`config.mk`:
```
export PLATFORM = sky130hd
export DESIGN_NAME = data_mem_responder
export DESIGN_NICKNAME = d
export VERILOG_FILES = /design/src/rtl/data_mem_responder.sv
export SDC_FILE = /design/constraint.sdc
export NUM_CORES = 1
export LEC_CHECK = 0
export BUFFER_PORTS_ARGS = -buffer_cell sky130_fd_sc_hd__clkbuf_2
export CAP_MARGIN = 20
export CORE_MARGIN = 5
export CORE_UTILIZATION = 40
export DETAILED_ROUTE_END_ITERATION = 16
export PLACE_DENSITY = 0.52
export RECOVER_POWER = 25
export SLEW_MARGIN = 40
export SYNTH_ARGS = -nofsm -noshare
export SYNTH_HDL_FRONTEND = slang
export SYNTH_SLANG_ARGS = --single-unit
export TNS_END_PERCENT = 5
```
`constraint.sdc`:
```
create_clock -name clk -period 4.1 [get_ports clk]
set_input_delay 0.205 -clock clk [delete_from_list [all_inputs] [get_ports clk]]
set_output_delay 0.205 -clock clk [all_outputs]
set_load 0.005 [all_outputs]
```
`src/rtl/data_mem_responder.sv`:
```
// rtl/data_mem_responder.sv - data-port memory responder with request/response handshakes and wait states
module data_mem_responder #(
    parameter int width      = 32,
    parameter int wordLength = 32,
    parameter int LATENCY    = 2,
    localparam int AW        = $clog2(wordLength)
) (
    input  logic             clk,
    input  logic             rst,
    input  logic             req_valid,
    output logic             req_ready,
    input  logic             req_write,
    input  logic [AW-1:0]    req_addr,
    input  logic [width-1:0] req_wdata,
    output logic             resp_valid,
    input  logic             resp_ready,
    output logic             resp_write,
    output logic [width-1:0] resp_rdata,
    output logic             busy
);

    typedef enum logic [1:0] {IDLE, WAIT, RESP} state_t;

    localparam logic [3:0] CNT_INIT = (LATENCY > 0) ? 4'(LATENCY - 1) : 4'd0;

    state_t             state, state_next;
    logic [3:0]         cnt;
    logic               lat_write;
    logic [AW-1:0]      lat_addr;
    logic [width-1:0]   lat_wdata;
    logic [width-1:0]   mem [wordLength];

    logic               accept;
    logic               enter_resp;
    logic               eff_write;
    logic [AW-1:0]      eff_addr;
    logic [width-1:0]   eff_wdata;

    assign req_ready  = (state == IDLE);
    assign resp_valid = (state == RESP);
    assign busy       = (state != IDLE);
    assign accept     = req_valid && (state == IDLE);

    // With zero latency the array is accessed on the accept edge, so the live request is used.
    assign eff_write  = (state == IDLE) ? req_write : lat_write;
    assign eff_addr   = (state == IDLE) ? req_addr  : lat_addr;
    assign eff_wdata  = (state == IDLE) ? req_wdata : lat_wdata;

    always_comb begin
        state_next = state;
        enter_resp = 1'b0;
        case (state)
            IDLE: begin
                if (req_valid) begin
                    if (LATENCY > 0) begin
                        state_next = WAIT;
                    end else begin
                        state_next = RESP;
                        enter_resp = 1'b1;
                    end
                end
            end
            WAIT: begin
                if (cnt == 4'd0) begin
                    state_next = RESP;
                    enter_resp = 1'b1;
                end
            end
            RESP: begin
                if (resp_ready) state_next = IDLE;
            end
            default: state_next = IDLE;
        endcase
    end

    always_ff @(posedge clk or negedge rst) begin
        if (!rst) begin
            state      <= IDLE;
            cnt        <= 4'd0;
            lat_write  <= 1'b0;
            lat_addr   <= '0;
            lat_wdata  <= '0;
            resp_write <= 1'b0;
            resp_rdata <= '0;
        end else begin
            state <= state_next;
            if (accept) begin
                lat_write <= req_write;
                lat_addr  <= req_addr;
                lat_wdata <= req_wdata;
                cnt       <= CNT_INIT;
            end else if (state == WAIT && cnt != 4'd0) begin
                cnt <= cnt - 4'd1;
            end
            if (enter_resp) begin
                resp_write <= eff_write;
                resp_rdata <= eff_write ? eff_wdata : mem[eff_addr];
            end
        end
    end

    // Storage is not reset; gating with rst keeps an aborted store out of the array.
    always_ff @(posedge clk) begin
        if (rst && enter_resp && eff_write) mem[eff_addr] <= eff_wdata;
    end

endmodule

```
==> metrics.md <==
| Metric | Value |
|---|---|
| Drt pass-1 iters | `5` |
| Setup-failing EPs final | `0` |
| Finished layout cell area | `0.0499 mm²` |
| Reg-to-reg endpoint | `mem[8][2]$_DFFE_PP_` |
| CTS resizes | `0` |
| Worst EP required | `4.40 ns` |
| Multi-input logic area | `0.00975 mm²` |
| Avg Cell Area, Syn | `17.3 µm²` |
| Power density over cell area | `764 mW/mm²` |
| CORE AREA | `0.107 mm²` |
| CTS tree | `built` |
| Cells after Synth | `2485` |
| Antenna viol nets, final | `0` |
| Worst Hold End | `lat_wdata[30]$_DFFE_PN0P_` |
| Met2 Use GR | `35.3%` |
| R2R cell count | `7` |
| R2R Setup Slk | `0.44 ns` |
| Ant diodes | `0` |
| Routed WL | `127000 µm` |
| Combinational share of power | `33.6%` |
| EDFF count, synth | `1024` |
| CP Max Fanout | `21` |
| TNS Setup | `0 ns` |
| Fraction of layout cells with a size suffix above 1 | `21.4%` |
| Pint | `25.0 mW` |
| Final hold slack | `0.0976 ns` |
| Initial Util | `40.2%` |
| Die ar. | `0.114 mm²` |
| Vias/cell | `5.83` |
| Clk sinks | `1101` |
| Most frequent cells in the layout | `edfxtp_1, nand2_1, mux4_2` |
| PortBufs | `77` |
| Maxcap violations | `2` |
| Main synth FF type | `edfxtp_1` |
| Io pins | `78` |
| VDD IR max | `426 µV` |
| Max Clock Freq | `0.273 GHz` |
| Yosys warning count | `0` |
| Sequential Power Share | `39.9%` |
| Status | `complete, but fails checks` |
| Area occupied by registers | `0.0327 mm²` |
| Busiest grt layer | `met2` |
| Netlist Area Pre-Place | `0.0429 mm²` |
| RSZ-0062 raised after global routing | `false` |
| 1st-iter DRT viols | `2714` |
| M3 GR Usage | `3.76%` |
| Die span in x | `338 µm` |
| Seq/Total Area, Yosys | `76.1%` |
| Tot GR Track Use | `22.3%` |
| Unique masters post-synth | `60` |
| Hpwl dp | `74300 µm` |
| Max Root-Sink Buffers | `3` |
| Startpoint Class | `flip-flop` |
| Crit-path cells | `or2_4 -> inv_1 -> o31ai_2 -> buf_4 -> nand2_1 -> nor2_4 -> buf_4` |
| Flops & latches, synth | `1101` |
| Crit path DAT | `3.96 ns` |
| Min-delay src | `req_valid` |
| Reg2Reg Launch Point | `state[1]$_DFFE_PN0P_` |
| Root Buffer | `clkbuf_16` |
| Clock Latency Late Sink | `0.69 ns` |
| Largest net degree at the start of global routing | `74` |
| Mapped Nets | `2528` |
| Post-CTS setup buffer count | `0` |
| Most common cell after layout, fill and taps aside | `edfxtp_1` |
| Global placer's final weighted congestion | `0.830` |
| Fillers | `9088` |
| Final net count | `2755` |
| Leak | `16.6 nW` |
| Final min period | `3.66 ns` |
| Hold Crit Depth | `4` |
| Crit Path Class | `reg -> reg` |
| Routed WL per cell | `30.3 µm` |
| Slowest CP cell | `o31ai_2` |
| Worst Hold Class | `in -> reg` |
| Post-synth ARST share | `6.99%` |
| Post-place instance area | `0.0460 mm²` |
| Cell taking the most area after synthesis | `edfxtp_1` |
| DR vias | `24500` |
| Area contributors post-synth | `edfxtp_1, mux4_2, dfrtp_1` |
| CTS H-tree lvls | `3` |
| Net Sw Frac | `34.6%` |
| CP max stage delay | `0.72 ns` |
| Vias in the first global route | `24400` |
| Area grow syn2layout | `16.3%` |
| Global routing usage on met1 | `32.4%` |
| Height of the chip | `338 µm` |
| Crit end category | `flip-flop` |
| Row count | `120` |
| TritonCTS buffer count | `110` |
| Initial antenna violation count | `4` |
| Clk slew on worst S/H paths | `0.06 ns` |
| Final Skew | `0.0301 ns` |
| Least-Margin Pin Slew | `2.65 ns` |
| Max_slew headroom | `-76.7%` |
| Final hold viol count | `0` |
| # DRC | `0` |
| Net Switching | `13.2 mW` |
| Worst path most repeated cell | `buf_4` |
| Synth top area share | `71.6%` |
| Fin. max-slew vios | `68` |
| CTS Hold Bufs | `40` |
| Violated checks | `capacitance limit, slew limit` |
| Total grt overflow | `0` |
| Crit share post-route | `89.2%` |
| Share of total power in the clock network | `26.6%` |
| First-pass GRT wire length | `181000 µm` |
cells in the mapped netlist, types with 20 or more instances:
cell,count
edfxtp_1,1024
nand2_1,499
mux4_2,180
nand3_1,98
dfrtp_1,77
a21oi_1,66
a22oi_1,64
clkbuf_1,61
nor2_1,60
buf_2,41
and3_1,39
nand4_1,32
a311oi_1,31
a211oi_1,22
buf_4,22
o21ai_0,20
stage by stage:
stage / utilization [%] / worst slack (ns) / total power [mW] / instances
global route: 46.7 / 0.399 / 39.9 / 4207
CTS: 46.8 / 0.606 / 38.6 / 4207
finish: 46.7 / 0.442 / 38.2 / 4207
detailed placement: 43.0 / 0.633 / 28.4 / 3963
floorplan: - / 0.444 / 23.4 / 2485
global placement: 43.0 / 0.721 / 28.2 / 3963
power by group through the flow:
stage / clock network (mW) / logic (mW) / registers, mW
after floorplan: 0 / 8.16 / 15.3
after global placement: 0 / 12.7 / 15.4
final: 10.1 / 12.8 / 15.2
after CTS: 10.3 / 13.0 / 15.2
after detailed placement: 0 / 13.0 / 15.4
after global routing: 10.8 / 13.8 / 15.3
state kept, by name, summed over array words and instances (netlist names):
signal      count
resp_rdata     32
resp_write      1
mem          1024
state           2
lat_write       1
cnt             4
lat_wdata      32
lat_addr        5
worst max-delay path by stage:
stage                          from  depth (start not counted)                          to  slack [ns]
3_3_place_gp   state[0]$_DFFE_PN0P_                          9  resp_rdata[26]$_DFFE_PN0N_        0.72
5_1_grt                         rst                          4   resp_rdata[2]$_DFFE_PN0N_        0.40
6_report       state[1]$_DFFE_PN0P_                          7         mem[8][2]$_DFFE_PP_        0.44
3_5_place_dp   state[1]$_DFFE_PN0P_                          9  resp_rdata[26]$_DFFE_PN0N_        0.63
4_1_cts        state[1]$_DFFE_PN0P_                          9  resp_rdata[26]$_DFFE_PN0N_        0.61
2_1_floorplan  state[0]$_DFFE_PN0P_                          9        mem[29][0]$_DFFE_PP_        0.44
worst max-delay path: cells and delay by family (launching register included):
kind / cells / cell delay [ns]
compound gates: 1 / 0.72
flops: 1 / 0.49
buf+inv: 3 / 1.14
simple gates: 3 / 0.87
layer usage:
layer  part of all wire (%)  vias up
met5                      0        -
met4                    2.2        0
met3                    7.5      159
met2                     47     1023
met1                     43    13100
li1                       -    10200
layout make-up:
cell class,instances,area share [%]
Multi-Input combinational cell,1226,19.5
Clock buffer,147,6.06
Clock inverter,57,1.22
Inverter,7,0.0526
Sequential cell,1101,65.4
Timing Repair Buffer,266,4.21
Tap cell,1403,3.51
logic make-up after synthesis:
group / after synthesis / synth area share, %
AOI/OAI and AO/OA: 262 / 4.35
DFF: 1101 / 76.1
muxes: 189 / 9.66
and+or+nand+nor: 771 / 7.72
adders and majority gates: 1 / 0.0291
buffers and inverters: 158 / 2.07
xor gates and xnor gates: 3 / 0.0612
Power figures use the tool's default switching activity.
